$ cat config.mk
export PLATFORM = sky130hd
export DESIGN_NAME = flight_frame_sched
export DESIGN_NICKNAME = d
export VERILOG_FILES = /design/src/rtl/flight_frame_sched.sv
export SDC_FILE = /design/constraint.sdc
export NUM_CORES = 1
export LEC_CHECK = 0
export BUFFER_PORTS_ARGS = -buffer_cell sky130_fd_sc_hd__buf_2
export CORE_UTILIZATION = 55
export DETAILED_ROUTE_END_ITERATION = 8
export PLACE_DENSITY = 0.92
export RECOVER_POWER = 100
export SYNTH_ARGS = -nofsm -noshare
export SYNTH_HDL_FRONTEND = slang
export SYNTH_SLANG_ARGS = --single-unit
$ cat constraint.sdc
create_clock -name clock -period 4.3 [get_ports clock]
set_input_delay 0.43 -clock clock [delete_from_list [all_inputs] [get_ports clock]]
set_output_delay 0.43 -clock clock [all_outputs]
set_load 0.02 [all_outputs]
$ cat src/rtl/flight_frame_sched.sv
// rtl/flight_frame_sched.sv - flight-record frame scheduler and shared read-port arbiter
module flight_frame_sched #(
  parameter int FRAME_PERIOD = 50000,
  parameter int FRAME_HIGH   = 256,
  parameter int RD_LAT       = 2
) (
  input  logic        clock,
  input  logic        reset,
  input  logic        enable,
  output logic        frame,
  output logic [3:0]  frame_cnt,
  output logic        buf_valid,
  output logic [7:0]  overrun_cnt,
  input  logic        a_req,
  input  logic        b_req,
  input  logic [6:0]  a_addr,
  input  logic [6:0]  b_addr,
  output logic        a_gnt,
  output logic        b_gnt,
  output logic        a_valid,
  output logic        b_valid,
  output logic [6:0]  rd_FLIGHT,
  input  logic [31:0] FLIGHT_out
);

  localparam logic [23:0] HIGH_LAST   = 24'(FRAME_HIGH - 1);
  localparam logic [23:0] PERIOD_LAST = 24'(FRAME_PERIOD - 1);
  // Grants starting in the last two period cycles would collide with the frame start.
  localparam logic [23:0] GRANT_LIMIT = 24'(FRAME_PERIOD - 2);

  typedef enum logic [1:0] {
    IDLE  = 2'd0,
    FRAME = 2'd1,
    GAP   = 2'd2,
    DEFER = 2'd3
  } state_t;

  state_t            state;
  state_t            state_next;
  logic [23:0]       cnt;
  logic              a_own;
  logic              b_own;
  logic              last_b;
  logic [RD_LAT-1:0] a_pipe;
  logic [RD_LAT-1:0] b_pipe;
  logic              gnt_active;
  logic              rise;
  logic              fall;
  logic              defer;
  logic              can_grant;
  logic              pick_a;
  logic              pick_b;
  logic              unused_flight_data;

  // A grant is only live while its requester keeps asking, so a dropped
  // request releases the read port in the same cycle.
  assign a_gnt      = a_own & a_req;
  assign b_gnt      = b_own & b_req;
  assign gnt_active = a_gnt | b_gnt;

  assign frame     = (state == FRAME);
  assign rd_FLIGHT = a_gnt ? a_addr : (b_gnt ? b_addr : 7'd0);
  assign a_valid   = a_pipe[RD_LAT-1];
  assign b_valid   = b_pipe[RD_LAT-1];

  assign rise  = (state_next == FRAME) && (state != FRAME);
  assign fall  = (state == FRAME) && (state_next == GAP);
  assign defer = (state == GAP) && (state_next == DEFER);

  // The owner register stays set for the cycle its request drops, which
  // enforces an idle cycle between bursts.
  assign can_grant = buf_valid && (state == GAP) && (cnt < GRANT_LIMIT) && !a_own && !b_own;
  assign pick_a    = a_req && (!b_req || last_b);
  assign pick_b    = b_req && (!a_req || !last_b);

  // Read data goes straight from the RAM to the requesters; only the timing lives here.
  assign unused_flight_data = ^FLIGHT_out;

  // Next-state decode of the frame scheduler.
  always_comb begin
    state_next = state;
    case (state)
      IDLE:  if (enable) state_next = FRAME;
      FRAME: if (cnt == HIGH_LAST) state_next = GAP;
      GAP: begin
        if (cnt == PERIOD_LAST) begin
          if (!enable)          state_next = IDLE;
          else if (!gnt_active) state_next = FRAME;
          else                  state_next = DEFER;
        end
      end
      DEFER: if (!gnt_active) state_next = FRAME;
      default: state_next = IDLE;
    endcase
  end

  // State register, period counter, frame index, record-valid flag and overrun count.
  always_ff @(posedge clock) begin
    if (!reset) begin
      state       <= IDLE;
      cnt         <= '0;
      frame_cnt   <= '0;
      buf_valid   <= 1'b0;
      overrun_cnt <= '0;
    end else begin
      state <= state_next;
      if (rise || state == IDLE) cnt <= '0;
      else                       cnt <= cnt + 24'd1;
      if (fall) frame_cnt <= frame_cnt + 4'd1;
      if (fall)      buf_valid <= 1'b1;
      else if (rise) buf_valid <= 1'b0;
      if (defer && overrun_cnt != 8'hFF) overrun_cnt <= overrun_cnt + 8'd1;
    end
  end

  // Round-robin ownership of the read port; last_b remembers who was served last.
  always_ff @(posedge clock) begin
    if (!reset) begin
      a_own  <= 1'b0;
      b_own  <= 1'b0;
      last_b <= 1'b1;
    end else begin
      a_own <= a_own ? a_req : (can_grant && pick_a);
      b_own <= b_own ? b_req : (can_grant && pick_b);
      if (can_grant && pick_a)      last_b <= 1'b0;
      else if (can_grant && pick_b) last_b <= 1'b1;
    end
  end

  // Read-latency shift registers; entries already in flight drain regardless of grant or state.
  always_ff @(posedge clock) begin
    if (!reset) begin
      a_pipe <= '0;
      b_pipe <= '0;
    end else begin
      a_pipe <= RD_LAT'({a_pipe, a_gnt});
      b_pipe <= RD_LAT'({b_pipe, b_gnt});
    end
  end

endmodule
**Word level (Yosys, flattened, before mapping)**

Index checks and enable logic that the tools add are counted.

- Register bits: 46
- Latch bits: 0
- Memory bits (writable): 0
- Bits in read-only memories: 0
- Bits of input ports: 51
- Output and inout port bits: 25
- Word-level logic and storage cells: 67
- Memories kept: 0

- $add $sub $neg: 3
- $mul: 0
- Div/mod/pow operators: 0
- $lt $le $gt $ge: 1
- Eq/ne operators: 10
- Shift-type cells: 0
- Mux-type cells: 15
- Bitwise gates (word level): 4
- Reduce and logical (&&, ||, !) cells: 24

Operators with widths:

| cell | count |
|---|---|
| 24-bit by 1-bit adder with 24-bit output, second input constant | 1 |
| 24-bit by 16-bit == test with 1-bit output, second input constant | 1 |
| 24-bit by 8-bit == test with 1-bit output, second input constant | 1 |
| 24-bit by 16-bit less-than comparator with 1-bit output, second input constant | 1 |
| 7-bit 2-to-1 mux | 2 |
| 1-bit logical AND | 12 |
| 2-bit 2-to-1 mux | 6 |
| 8-bit by 1-bit adder with 8-bit output, second input constant | 1 |
| 2-bit == test, second input constant | 4 |
| 8-bit != test, second input constant | 1 |
| 2-bit case mux with 4 select lines | 1 |
| 1-bit 2-to-1 mux | 6 |
| 1-bit zero test | 5 |
| 4-bit by 1-bit adder with 4-bit output, second input constant | 1 |
| 2-bit by 1-bit == test with 1-bit output, second input constant | 2 |
| 2-bit nonzero test | 2 |
| 1-bit logical OR | 3 |
| 1-bit AND | 2 |
| 2-bit zero test | 1 |
| 2-bit by 1-bit != test with 1-bit output, second input constant | 1 |
| 2-bit OR reduction | 1 |
| 1-bit NOT | 1 |
| 1-bit bitwise OR | 1 |

**Logic depth before layout (Yosys ltp)**

- Depth in word-level cells: 10
- Mapped depth: 7
- Depth with buffers taken out: 5

**Worst setup path before layout**

Ideal clock, no wire load.

- Path kind: flip-flop to flip-flop
- From: register cnt[16]
- To: register overrun_cnt[2]
- Setup time: 0.072 ns
- Data arrival time: 2.153 ns
- Required time: 4.228 ns
- Slack: 2.075 ns
- Cell stages (with the launch flop): 7
- Buffers on the path: 2
- Period minus slack after synthesis: 2.225 ns
- Cells stage by stage: dfxtp_1 or4_4 or4_4 buf_6 buf_6 nor4_1 mux2i_1

- Longest elaborated chain between the ends: 6
- Elaborated cells between the ends (all ways): 8
- Classes of those cells: eq/ne: 3; mux: 3; reduce/logical: 2

RTL lines:

| item | line | text |
|---|---|---|
| start: declaration | 40 | `logic [23:0] cnt;` |
| start signal: assignment | 108 | `else cnt <= cnt + 24'd1;` |
| 24-bit by 16-bit == test with 1-bit output / 24-bit by 8-bit == test with 1-bit output (equally long branches) | 86, 84 |  |
| 2-bit 2-to-1 mux (on tied branches) | 86, 84 |  |
| 2-bit case mux with 4 select lines (*) | 82 | `case (state)` |
| 2-bit == test (*) | 68 | `assign defer = (state == GAP) && (state_next == DEFER);` |
| 1-bit logical AND (*) | 68 |  |
| 1-bit logical AND (*) | 112 | `if (defer && overrun_cnt != 8'hFF) overrun_cnt <= overrun_cnt + 8'd1;` |
| end signal: assignment | 112 |  |
| end: declaration | 13 | `output logic [7:0] overrun_cnt,` |

Mark *: on every way between the ends. The rest lies on a longest branch, timed or not.
A chain may end at the register's enable or synchronous reset.

**Worst setup path in the final report**

- From: register cnt[16]
- To: register cnt[23]

- Longest elaborated chain between the ends: 7
- Elaborated cells between the ends (all ways): 10
- Classes of those cells: add/sub: 1; eq/ne: 3; mux: 3; reduce/logical: 3

RTL lines:

| item | line | text |
|---|---|---|
| 24-bit by 16-bit == test with 1-bit output / 24-bit by 8-bit == test with 1-bit output (equally long branches) | 86, 84 |  |
| 2-bit 2-to-1 mux (on tied branches) | 86, 84 |  |
| 2-bit case mux with 4 select lines | 82 |  |
| 2-bit by 1-bit == test with 1-bit output | 66 | `assign rise = (state_next == FRAME) && (state != FRAME);` |
| 1-bit logical AND | 66 |  |
| 1-bit logical OR | 107 | `if (rise \|\| state == IDLE) cnt <= '0;` |
| 2-bit OR reduction (no line) | - |  |

Several ways; a longest one is shown, not always the timed one.

==> impl_metrics.yaml <==
die:
  fp.dieW_um: 68.3
  rows: 23
  start_util_pct: 58.7
  core_mm2: 0.00412
  ios: 76
  die_area_mm2: 0.00466
  die_h_um: 68.3
finish:
  finalNetCount: 363
  syn_to_final_growth_pct: 10.5
  drive_gt1_share_pct: 9.68
  mostFrequentLayoutCells: "46 x dfxtp_1, 26 x clkbuf_1, 18 x nand2_1, 18 x buf_2, 16 x nand3_1"
  final_common_cell: "dfxtp_1"
  final_cells: 360
  n_antenna_cell: 0
  fin_area_mm2: 0.00267
sta:
  max_freq_ghz: 0.328
  fin_crit_ns: 3.05
  tns_ns: 0
  tightestPinTransition_ns: 1.06
  slew_viol_final: 0
  finalSetupViolCount: 0
  max-slew-margin-rel_pct: 29.2
  fin_crit_sh_pct: 71.0
  rsz0062_at_grt: "no"
  skew_ns: 0.00649
  final_hold_viol_count: 0
  final.setup.worst_slack_ns: 1.25
  holdWs_ns: 0.430
clock_network:
  clockBufferDepth: 2
  holdBufCountCts: 0
  cts_buffers: 5
  cts_setup_buffers: 0
  clkTransAtPathRegs_ns: 0.08
  htree_num_levels: 2
  cts_root_buf: "clkbuf_8"
  ctsResizeCount: 0
  clkLatencyLatePin_ns: 0.31
  cts.sinks: 46
  cts_tree: "done"
worst_setup_path:
  startpoint_type: "register"
  crit_family: "simple AND/OR/NAND/NOR gates"
  max_stage_delay_ns: 0.91
  crit_path_top_delay_cell: "o21ai_2"
  cp.required_ns: 4.44
  worstSetupPathType: "register to register"
  critPathBufInv: 0
  crit_arrival_ns: 3.19
  end_kind: "register"
  worstPathCellList: "or4_4, or4_1, o21ai_2, a221oi_1"
  r2r_slack_ns: 1.25
  crit_path_max_fanout: 24
routing:
  wl_met2_um: 2560
  routed_wl_um: 5510
  drt_pass1_iterations: 4
  routedLengthMet1_um: 2480
  wl_per_cell_um: 15.3
  highest_layer: "met4"
  viasPerCell: 6.22
  vias: 2240
  drtAntennaViolNets: 0
  drc: 0
  drtIter0Drc: 151
  wl_met3_um: 364
synthesis:
  yosysUniqueCellTypes: 45
  syn_area_mm2: 0.00242
  ys_async_sr_fraction_pct: 0
  syn_avg_cell_area_um2: 8.79
  syn_nets: 329
  synth_flop_cell: "dfxtp_1"
  ys_seq_elements: 46
  synth-edff-count: 0
  synth_top_area_share_pct: 38.1
  ys_warn_count: 0
  yosysTopAreaCell: "dfxtp_1"
  yosysSeqAreaShare_pct: 38.1
  synth_cells: 275
  ys_top_cells_by_area: "dfxtp_1 38%, xnor2_1 4.7%, a211oi_1 4.7%"
power:
  total_leakage_power_nw: 0.855
  power_density_mw_per_mm2: 277
  ir_worst_vdd_mv: 0.185
global_route:
  grt_antenna_before_repair: 0
  overflow: 0
  grt_pass1_wl_um: 8930
  grt_max_degree: 31
  track_usage_pct: 25.6
  grt_pass1_vias: 1985
placed_design:
  dp_slack_ns: 1.50
  hpwl_um: 3690
  dp.cells: 352
  placed_area_mm2: 0.00262
  portBuffers: 43
  place.gp.congestion: 0.865
run_status:
  status: "finished clean"
worst_hold_path:
  min_path_type: "input port to register"
flow_run:
  cap_violations: 0
final timing paths:
check	depth (start not counted)	from	endpoint
hold reg to reg	1	a_pipe[0]	a_pipe[1]
hold / removal	3	b_req	b_own
setup reg to reg	4	cnt[16]	cnt[23]
setup / recovery	4	cnt[16]	cnt[23]
cells in the mapped netlist, types with 2 or more instances:
cell       instances
a211oi_1          15
a21oi_1            5
a221oi_1           8
a22o_1             8
and2_1             5
and3_1             6
and4_1             5
buf_2              2
buf_6              2
clkbuf_1          13
dfxtp_1           46
ha_1               3
inv_1              9
mux2i_1            8
nand2_1           18
nand2b_1          11
nand3_1           16
nand4_1           10
nand4bb_1          2
nor2_1             9
nor2b_1            2
nor3_1             6
nor4_1            12
o21ai_0           11
or3_1              6
or4_1              4
or4_4              3
xnor2_1           13
flip-flops by register name (all words and copies together) (netlist names):
signal and cells:
cnt 24, a_pipe 2, state 2, overrun_cnt 8
buf_valid 1, a_own 1, b_pipe 2, last_b 1
b_own 1, frame_cnt 4
stage by stage:
stage	total power [mW]	utilization (%)
after floorplan	0.455	-
after global placement	0.469	63.7
after detailed placement	0.470	63.7
after CTS	0.740	65.9
after global routing	0.757	64.9
final	0.740	64.9
layout make-up:
cell class              instances  area, µm²
clock buffers                   7       86.3
clock inverters                 1       5.00
fillers                       377       1450
inverters                       9       33.8
multi-input cells             203       1370
flip-flops and latches         46        921
well taps                      50       62.6
repair buffers                 44        191
power by group:
| part | switching, mW | internal, mW |
|---|---|---|
| Sequential | 0.00131 | 0.427 |
| Combinational | 0.0214 | 0.0109 |
| Clock | 0.149 | 0.130 |
| Total | 0.172 | 0.568 |
per-layer routing:
metal / up-vias / track usage, %
met5: - / 0
met4: 0 / 12.5
met1: 1023 / 33.5
li1: 1118 / -
met2: 89 / 39.6
met3: 10 / 5.33
cell families (layout without fill, tap and decap cells):
group | count (synthesis) | count (layout) | share of synthesized area, %
AND/OR/NAND/NOR | 117 | 117 | 28.5
AO/OA/AOI/OAI | 61 | 61 | 18.7
flip-flops | 46 | 46 | 38.1
buffers and inverters | 26 | 61 | 4.76
XOR/XNOR | 14 | 14 | 5.08
multiplexers | 8 | 8 | 3.31
adder cells (fa/ha/maj) | 3 | 3 | 1.55
worst min-delay path, delay by kind of cell:
family	cells	cell delay [ns]
AOI/OAI and AO/OA	1	0.06
buffers and inverters	1	0.13
and+or+nand+nor	1	0.07
No activity file was read; power rests on OpenSTA's default activity.
